===== src/rtl/sub_serial_pkg.sv =====
// ---------------------------------------------------------------------------
// sub_serial_pkg
// Shared definitions for the bit-serial subtractor.
//   state_t     : FSM encoding (IDLE=0, SHIFT=1, DONE=2; code 3 is illegal)
//   cntWidth()  : width of the bit counter needed to count 0..WIDTH-1
// ---------------------------------------------------------------------------
package sub_serial_pkg;

   typedef enum logic [1:0] {
      ST_IDLE  = 2'd0,
      ST_SHIFT = 2'd1,
      ST_DONE  = 2'd2
   } state_t;

   // The counter only ever has to reach WIDTH-1, so clog2(WIDTH) bits suffice;
   // clamp to one bit so a degenerate width never produces a zero-width vector.
   function automatic int cntWidth(input int width);
      return (width > 1) ? $clog2(width) : 1;
   endfunction

endpackage


===== src/rtl/sub_serial_full_add1.sv =====
// ---------------------------------------------------------------------------
// full_add1
// One-bit full adder used as the single arithmetic slice of the serial
// subtractor.
//   a, b, cin : addend bits and carry-in
//   sum       : a ^ b ^ cin
//   cout      : majority(a, b, cin)
// ---------------------------------------------------------------------------
module full_add1 (
   input  logic a,
   input  logic b,
   input  logic cin,
   output logic sum,
   output logic cout
);

   // Plain combinational full adder.
   assign sum  = a ^ b ^ cin;
   assign cout = (a & b) | (a & cin) | (b & cin);

endmodule


===== src/rtl/sub_serial.sv =====
// ---------------------------------------------------------------------------
// sub_serial
// Bit-serial subtractor: diff = a - b - bin, one bit per clock, LSB first.
// The subtraction is done as a + ~b + ~bin through one full_add1 slice.
//   clk    : rising-edge clock
//   rst    : synchronous reset, active-high
//   start  : request, only honoured when busy is low (IDLE or DONE)
//   a, b   : minuend / subtrahend, captured on an accepted start
//   bin    : borrow-in, captured on an accepted start
//   busy   : high exactly while bits are being processed
//   done   : one-cycle pulse when diff/bout carry a fresh result
//   diff   : registered result modulo 2^WIDTH, held until the next done
//   bout   : registered borrow-out (1 when a < b + bin, unsigned)
// ---------------------------------------------------------------------------
module sub_serial
   import sub_serial_pkg::*;
#(
   parameter int WIDTH = 4
) (
   input  logic             clk,
   input  logic             rst,
   input  logic             start,
   input  logic [WIDTH-1:0] a,
   input  logic [WIDTH-1:0] b,
   input  logic             bin,
   output logic             busy,
   output logic             done,
   output logic [WIDTH-1:0] diff,
   output logic             bout
);

   localparam int CW = cntWidth(WIDTH);

   state_t           r_state;
   logic [WIDTH-1:0] r_aSr;
   logic [WIDTH-1:0] r_bSr;
   logic [WIDTH-1:0] r_resSr;
   logic             r_carry;
   logic [CW-1:0]    r_cnt;
   logic             r_busy;
   logic             r_done;
   logic [WIDTH-1:0] r_diff;
   logic             r_bout;

   logic             w_bInv;
   logic             w_sum;
   logic             w_cout;

   // Subtraction as addition: feed the inverted subtrahend bit; the inverted
   // borrow-in is preloaded into the carry flop when an operation starts.
   assign w_bInv = ~r_bSr[0];

   full_add1 u_slice (
      .a    (r_aSr[0]),
      .b    (w_bInv),
      .cin  (r_carry),
      .sum  (w_sum),
      .cout (w_cout)
   );

   // Whole controller and datapath in one clocked block. The result is
   // published on the same edge that processes the last bit, so diff/bout
   // take the final sum bit and final carry straight from the slice rather
   // than waiting for them to land in the shift register. A start seen in
   // DONE reloads operands immediately, giving one op every WIDTH+1 cycles.
   always_ff @(posedge clk) begin
      if (rst) begin
         r_state <= ST_IDLE;
         r_aSr   <= '0;
         r_bSr   <= '0;
         r_resSr <= '0;
         r_carry <= 1'b0;
         r_cnt   <= '0;
         r_busy  <= 1'b0;
         r_done  <= 1'b0;
         r_diff  <= '0;
         r_bout  <= 1'b0;
      end else begin
         case (r_state)
            ST_IDLE, ST_DONE: begin
               r_done <= 1'b0;
               if (start) begin
                  r_aSr   <= a;
                  r_bSr   <= b;
                  r_carry <= ~bin;
                  r_cnt   <= '0;
                  r_busy  <= 1'b1;
                  r_state <= ST_SHIFT;
               end else begin
                  r_busy  <= 1'b0;
                  r_state <= ST_IDLE;
               end
            end
            ST_SHIFT: begin
               r_resSr <= {w_sum, r_resSr[WIDTH-1:1]};
               r_aSr   <= r_aSr >> 1;
               r_bSr   <= r_bSr >> 1;
               r_carry <= w_cout;
               r_cnt   <= r_cnt + CW'(1);
               if (r_cnt == CW'(WIDTH - 1)) begin
                  r_diff  <= {w_sum, r_resSr[WIDTH-1:1]};
                  r_bout  <= ~w_cout;
                  r_done  <= 1'b1;
                  r_busy  <= 1'b0;
                  r_state <= ST_DONE;
               end
            end
            default: begin
               r_busy  <= 1'b0;
               r_done  <= 1'b0;
               r_state <= ST_IDLE;
            end
         endcase
      end
   end

   // Outputs come straight from registers.
   assign busy = r_busy;
   assign done = r_done;
   assign diff = r_diff;
   assign bout = r_bout;

endmodule


===== config.mk =====
export PLATFORM = sky130hd
export DESIGN_NAME = sub_serial
export DESIGN_NICKNAME = d
export VERILOG_FILES = /design/src/rtl/sub_serial_pkg.sv /design/src/rtl/sub_serial_full_add1.sv /design/src/rtl/sub_serial.sv
export SDC_FILE = /design/constraint.sdc
export NUM_CORES = 1
export LEC_CHECK = 0
export BUFFER_PORTS_ARGS = -buffer_cell sky130_fd_sc_hd__clkbuf_2
export CAP_MARGIN = 20
export CORE_MARGIN = 3
export CORE_UTILIZATION = 47
export CTS_CLUSTER_SIZE = 20
export DETAILED_ROUTE_END_ITERATION = 16
export PLACE_DENSITY = 0.72
export REMOVE_ABC_BUFFERS = 1
export SLEW_MARGIN = 5
export SYNTH_ARGS = -nofsm -noshare
export SYNTH_HDL_FRONTEND = slang
export SYNTH_SLANG_ARGS = --single-unit

===== constraint.sdc =====
create_clock -name clk -period 1.16 [get_ports clk]
set_input_delay 0.058 -clock clk [delete_from_list [all_inputs] [get_ports clk]]
set_output_delay 0.058 -clock clk [all_outputs]
set_load 0.01 [all_outputs]

==> metrics.csv, run 1 <==
metric;value;unit
Initial DRC Count;6;
Final Cycle Share;0.9904;
Diodes inserted;0;
Leak;0.4806;nW
Reg power frac;0.579;
max cap viols;0;
final wirelength;1905;µm
post-synthesis sequential area ratio;0.4874;
Net Sw Power;0.3974;mW
Clk Latency, worst-skew pair;310;ps
final hold vios;0;
Power Dens Cells;1223;mW/mm²
fmax;870.5;MHz
commonest non-fill, non-tap cells in the layout;23 x nand2_1, 19 x dfxtp_1, 18 x clkbuf_2;
core area;0.001802;mm²
RSZ-0062 raised after global routing;yes;
placed cell area;0.001069;mm²
kind of critical path;register to register;
drt pass-1 iters;4;
gr ovfl total;0;
critical path peak fanout;2;
required time worst endpoint;1350;ps
fin crit period;1149;ps
library cells used by synthesis;25;
CTS Buf Count;3;
number of global-route vias before repair;777;
Die Ht;50.83;µm
Comb pwr share;0.172;
H-tree lvl count;1;
first-pass GRT wire length;3167;µm
layout cell share with drive strength beyond 1;0.3212;
Worst-Margin Slew;522.4;ps
most common cell after layout, fill and taps aside;nand2_1;
CP arrival;1340;ps
# port buffers;18;
Die W;50.83;µm
Die ar.;0.002584;mm²
io pins;19;
DRT antenna net count;0;
area delta synth->final;29.01;%
HP Class;input pin to register;
Tot Pwr;1.490;mW
Slew HR;0.6518;
routed via count;811;
Via-to-Cell Ratio;5.006;
pin count of the biggest net entering global routing;24;
post-route cell area;0.001219;mm²
clock group share of total power;0.249;
Detailed Place HPWL;1204;µm
synthesized instance count;108;
Final Setup Violations;0;
Num Clock Sinks;23;
DR WL/cell;11.76;µm
antenna violations before repair;0;
gp weighted congestion;0.7547;
Initial Utilization;0.5243;
status;finished clean;
CTS Root Cell;clkbuf_4;
Clock transition at path regs;130;ps
All-Layer GR Usage;0.1637;
Longest Clk Path Bufs;2;
startpoint class of the critical path;register;
VDD IR max;765.8;µV
Setup Skew;3.025;ps
Yosys reg bits;23;
Syn Std Cell Area;944.7;µm²
max-slew violations;0;
Int Pwr;1.093;mW
setup_tns;0;ps
endpoint class of the critical path;register;
# rows;15;
R2R cell count;3;
Fill cells;174;
WHS Path Cells;3;
CTS tree;done;
DRC Markers;0;
fin nets;152;
switch share;0.2667;
Synth Warn #;0;
Syn Area/Cell;8.747;µm²
state kept, by name (all words and copies together) (netlist names):
signal and cells:
r_bSr 4, diff 4, r_resSr 3, r_state 2, r_aSr 4, done 1, busy 1, r_carry 1
bout 1, r_cnt 2
power groups by stage:
stage	combinational, mW	sequential [mW]	clock, mW
after CTS	0.229	0.859	0.386
after detailed placement	0.207	0.877	0
after global routing	0.287	0.869	0.414
after global placement	0.201	0.874	0
final	0.256	0.863	0.371
after floorplan	0.124	0.872	0
metal layers:
metal  global-route usage  part of all wire  up-vias
met5                    0                 0        -
met4               0.1076             0.026        0
met3              0.02915             0.040        4
met2               0.2848              0.48       18
met1               0.1817              0.46      364
li1                     -                 -      425
final timing paths:
path,startpoint,endpoint,slack (ps)
max reg2reg,r_carry,diff[3],10
max,r_carry,diff[3],10
min reg2reg,diff[0],diff[0],460
min,a[2],r_aSr[2],20
cell type report:
type	instances	area (µm²)	area share
inverters	2	7.507	0.006160
clock inverters	1	5.005	0.004107
well taps	25	31.28	0.02567
clock buffers	3	22.52	0.01848
flip-flops and latches	23	465.4	0.3819
repair buffers	33	232.7	0.1910
multi-input cells	75	454.2	0.3727
per-stage QoR:
step / setup WS [ps] / util / hold WS, ps / instances
floorplan: -77.34 / - / 125.9 / 100
global placement: 13.31 / 0.5931 / 282.0 / 148
detailed placement: -39.89 / 0.5931 / 292.0 / 148
CTS: -1.890 / 0.6493 / 8.681 / 159
global route: -28.81 / 0.6764 / 34.73 / 162
finish: 11.18 / 0.6764 / 18.54 / 162
synthesized netlist by cell type:
cell / number / share of area
nor3b_1: 1 / 0.0079
a311oi_1: 4 / 0.037
a211oi_1: 1 / 0.0079
nand2_1: 23 / 0.091
buf_2: 2 / 0.011
and2b_1: 1 / 0.0079
nand2b_1: 2 / 0.013
dfxtp_1: 23 / 0.49
o21a_1: 1 / 0.0079
nand2b_2: 1 / 0.0093
nor2b_1: 1 / 0.0066
nor3_1: 1 / 0.0053
buf_4: 2 / 0.016
a311oi_2: 3 / 0.048
fa_1: 1 / 0.021
a21oi_1: 13 / 0.069
nor2_1: 9 / 0.036
buf_6: 1 / 0.012
buf_1: 1 / 0.0040
ha_1: 1 / 0.013
nand3b_1: 2 / 0.016
clkbuf_1: 2 / 0.0079
nand3_1: 9 / 0.048
o22a_1: 1 / 0.0093
inv_1: 2 / 0.0079
critical path, cell delays in order (launching register included):
cell and delay, ps:
dfxtp_2 360, inv_2 40, fa_2 550, a311oi_2 90
repair_timing:
action,CTS,global route
buffers inserted,0,3
hold buffers,7,0
pin swaps,1,1
endpoints found under the setup margin,5,15
endpoints found under the hold margin,7,0
gates resized for setup,2,10
cells by family (layout without fill, tap and decap cells):
| family | count (synthesis) | in the layout | synth area share |
|---|---|---|---|
| flops | 23 | 23 | 0.4874 |
| fa+ha+maj | 2 | 2 | 0.03444 |
| compound gates | 23 | 23 | 0.1788 |
| simple gates | 50 | 50 | 0.2411 |
| buf+inv | 10 | 39 | 0.05828 |
Power figures use the tool's default switching activity.
==> inputs of run 2 (changes only) <==
--- a/config.mk
+++ b/config.mk
@@ -11,7 +11,8 @@
 export CORE_UTILIZATION = 47
 export CTS_CLUSTER_SIZE = 20
 export DETAILED_ROUTE_END_ITERATION = 16
-export PLACE_DENSITY = 0.72
+export HOLD_SLACK_MARGIN = 0.08
+export PLACE_DENSITY = 0.73
 export REMOVE_ABC_BUFFERS = 1
 export SLEW_MARGIN = 5
 export SYNTH_ARGS = -nofsm -noshare
==> run 2 against run 1 <==
The flow now finishes with violations (setup timing). Clock power hardly changed. Cell count increased by 1.9%. Routed wire length decreased by 1.1%. First-iteration DRC count unchanged. Die area stayed put. Non-clock buffer count increased by 3. Maximum frequency decreased by 2.5%. Clock skew decreased by 0.90 ps. Critical endpoint unchanged.
==> metrics.csv, run 2 (synthesis results as in run 1) <==
metric;value;unit;change
violated checks;setup timing;;
CTS Buf Count;3;;unchanged
Sequential Area;464.2;µm²;-0.27%
Die ar.;0.002584;mm²;unchanged
Initial Utilization;0.5243;;unchanged
final worst setup slack;-18.49;ps;-29.67 ps
CTS tree;done;;
Die W;50.83;µm;unchanged
DRT antenna net count;0;;unchanged
CP peak stage delay;460;ps;-90 ps
critical path peak fanout;2;;unchanged
# port buffers;18;;unchanged
CP arrival;1410;ps;+70 ps
Worst-Margin Slew;501.9;ps;-20.44 ps
core area;0.001802;mm²;unchanged
Clk Latency, worst-skew pair;310;ps;about the same
dpl ws;-48.51;ps;-8.618 ps
drt pass-1 iters;4;;unchanged
required time worst endpoint;1390;ps;+40 ps
area delta synth->final;31.79;%;
WHS Path Cells;4;;+1
final wirelength;1884;µm;-1.1%
kind of critical path;register to register;;
Leak;0.4922;nW;+2.4%
Slew HR;0.6654;;+0.01363
R2R cell count;3;;unchanged
max-slew violations;0;;unchanged
Longest Clk Path Bufs;2;;unchanged
Hold Crit Start;start;;
Final Setup Violations;1;;+1
Fill cells;158;;-9.2%
multi-input logic area;454.2;µm²;unchanged
Setup Skew;2.125;ps;-0.8995 ps
Power Dens Cells;1204;mW/mm²;-1.5%
most common cell after layout, fill and taps aside;nand2_1;;
H-tree lvl count;1;;unchanged
max cap viols;0;;unchanged
first-pass GRT wire length;3022;µm;-4.6%
CTS Root Cell;clkbuf_4;;
commonest non-fill, non-tap cells in the layout;23 x nand2_1, 20 x dfxtp_1, 18 x clkbuf_2;;
DRC Markers;0;;unchanged
Final Cycle Share;1.016;;+0.02558
DR WL/cell;11.42;µm;-2.9%
All-Layer GR Usage;0.1538;;-0.009919
Clock transition at path regs;120;ps;about the same
gr ovfl total;0;;unchanged
Via-to-Cell Ratio;5.127;;+2.4%
layout cell share with drive strength beyond 1;0.3286;;+0.007404
status;complete, but fails checks;;
fmax;848.5;MHz;-2.5%
Num Clock Sinks;23;;unchanged
CP top delay family;adder cells;;
Buf/Inv on CP;1;;unchanged
R2R Path Start;r_aSr[0];;
Worst R2R Setup Slack;-20;ps;-30 ps
Detailed Place HPWL;1233;µm;+2.4%
endpoint class of the critical path;register;;
VDD IR max;573.4;µV;-25%
Die Ht;50.83;µm;unchanged
Diodes inserted;0;;unchanged
pin count of the biggest net entering global routing;24;;unchanged
io pins;19;;unchanged
number of global-route vias before repair;732;;-5.8%
gp weighted congestion;0.6991;;-7.4%
slowest stage cell, crit path;fa_2;;
startpoint class of the critical path;register;;
final hold vios;0;;unchanged
worst-path cell chain;inv_2 -> fa_2 -> a311oi_2;;
Initial DRC Count;6;;unchanged
# rows;15;;unchanged
fin nets;155;;+2.0%
Hold Path End;r_aSr[0];;
antenna violations before repair;0;;unchanged
fin crit period;1178;ps;+29.67 ps
routed via count;846;;+4.3%
RSZ-0062 raised after global routing;yes;;
Tot Pwr;1.499;mW;+0.63%
HP Class;input pin to register;;
reg2reg end;diff[3];;
## run 2: worst register-to-register path: stages, from the launching register on
cell and delay, ps:
dfxtp_2 350, inv_2 40, fa_2 460, a311oi_2 250
## run 2: what timing repair did
action	CTS	global route
endpoints found under the hold margin	9	0
buffers inserted	0	4
hold buffers	9	0
gates resized for setup	5	7
endpoints found under the setup margin	7	6
pin swaps	2	1
## run 2: layer usage
layer / up-vias / global-route usage / wire length [µm]
li1: 433 / - / -
met1: 390 / 0.1927 / 858
met2: 19 / 0.2522 / 919
met3: 4 / 0.02624 / 72
met4: 0 / 0.08072 / 34
met5: - / 0 / 0
## run 2: report_power, final
| part | internal (mW) | switching (mW) |
|---|---|---|
| clock network | 0.129 | 0.240 |
| registers | 0.835 | 0.0285 |
| logic | 0.137 | 0.131 |
| total | 1.10 | 0.399 |
## run 2: how the worst max path moves through the flow
stage,startpoint,to,slack (ps),cells past startpoint
2_1_floorplan,r_state[1],r_aSr[2],-80,3
3_3_place_gp,r_carry,diff[3],10,3
3_5_place_dp,r_carry,diff[3],-50,3
4_1_cts,r_aSr[0],diff[3],-60,3
5_1_grt,r_carry,diff[3],-70,3
6_report,r_aSr[0],diff[3],-20,3
## run 2: area by class of cell
cell class                      instances  area share
Sequential cell                        23      0.3729
Multi-Input combinational cell         75      0.3648
Clock inverter                          1    0.004020
Timing Repair Buffer                   36      0.2090
Tap cell                               25     0.02513
Clock buffer                            3     0.01809
Inverter                                2    0.006030
## run 2: metrics by stage
stage | hold slack, ps | area [µm²] | util | TNS, ps | std cells
finish | 152.8 | 1245 | 0.6910 | -18.49 | 165
global route | 187.1 | 1245 | 0.6910 | -115.7 | 165
CTS | 122.1 | 1195 | 0.6632 | -57.89 | 161
detailed placement | 297.0 | 1069 | 0.5931 | -58.63 | 148
global placement | 282.3 | 1069 | 0.5931 | 0 | 148
floorplan | 125.9 | 897.1 | - | -449.6 | 100
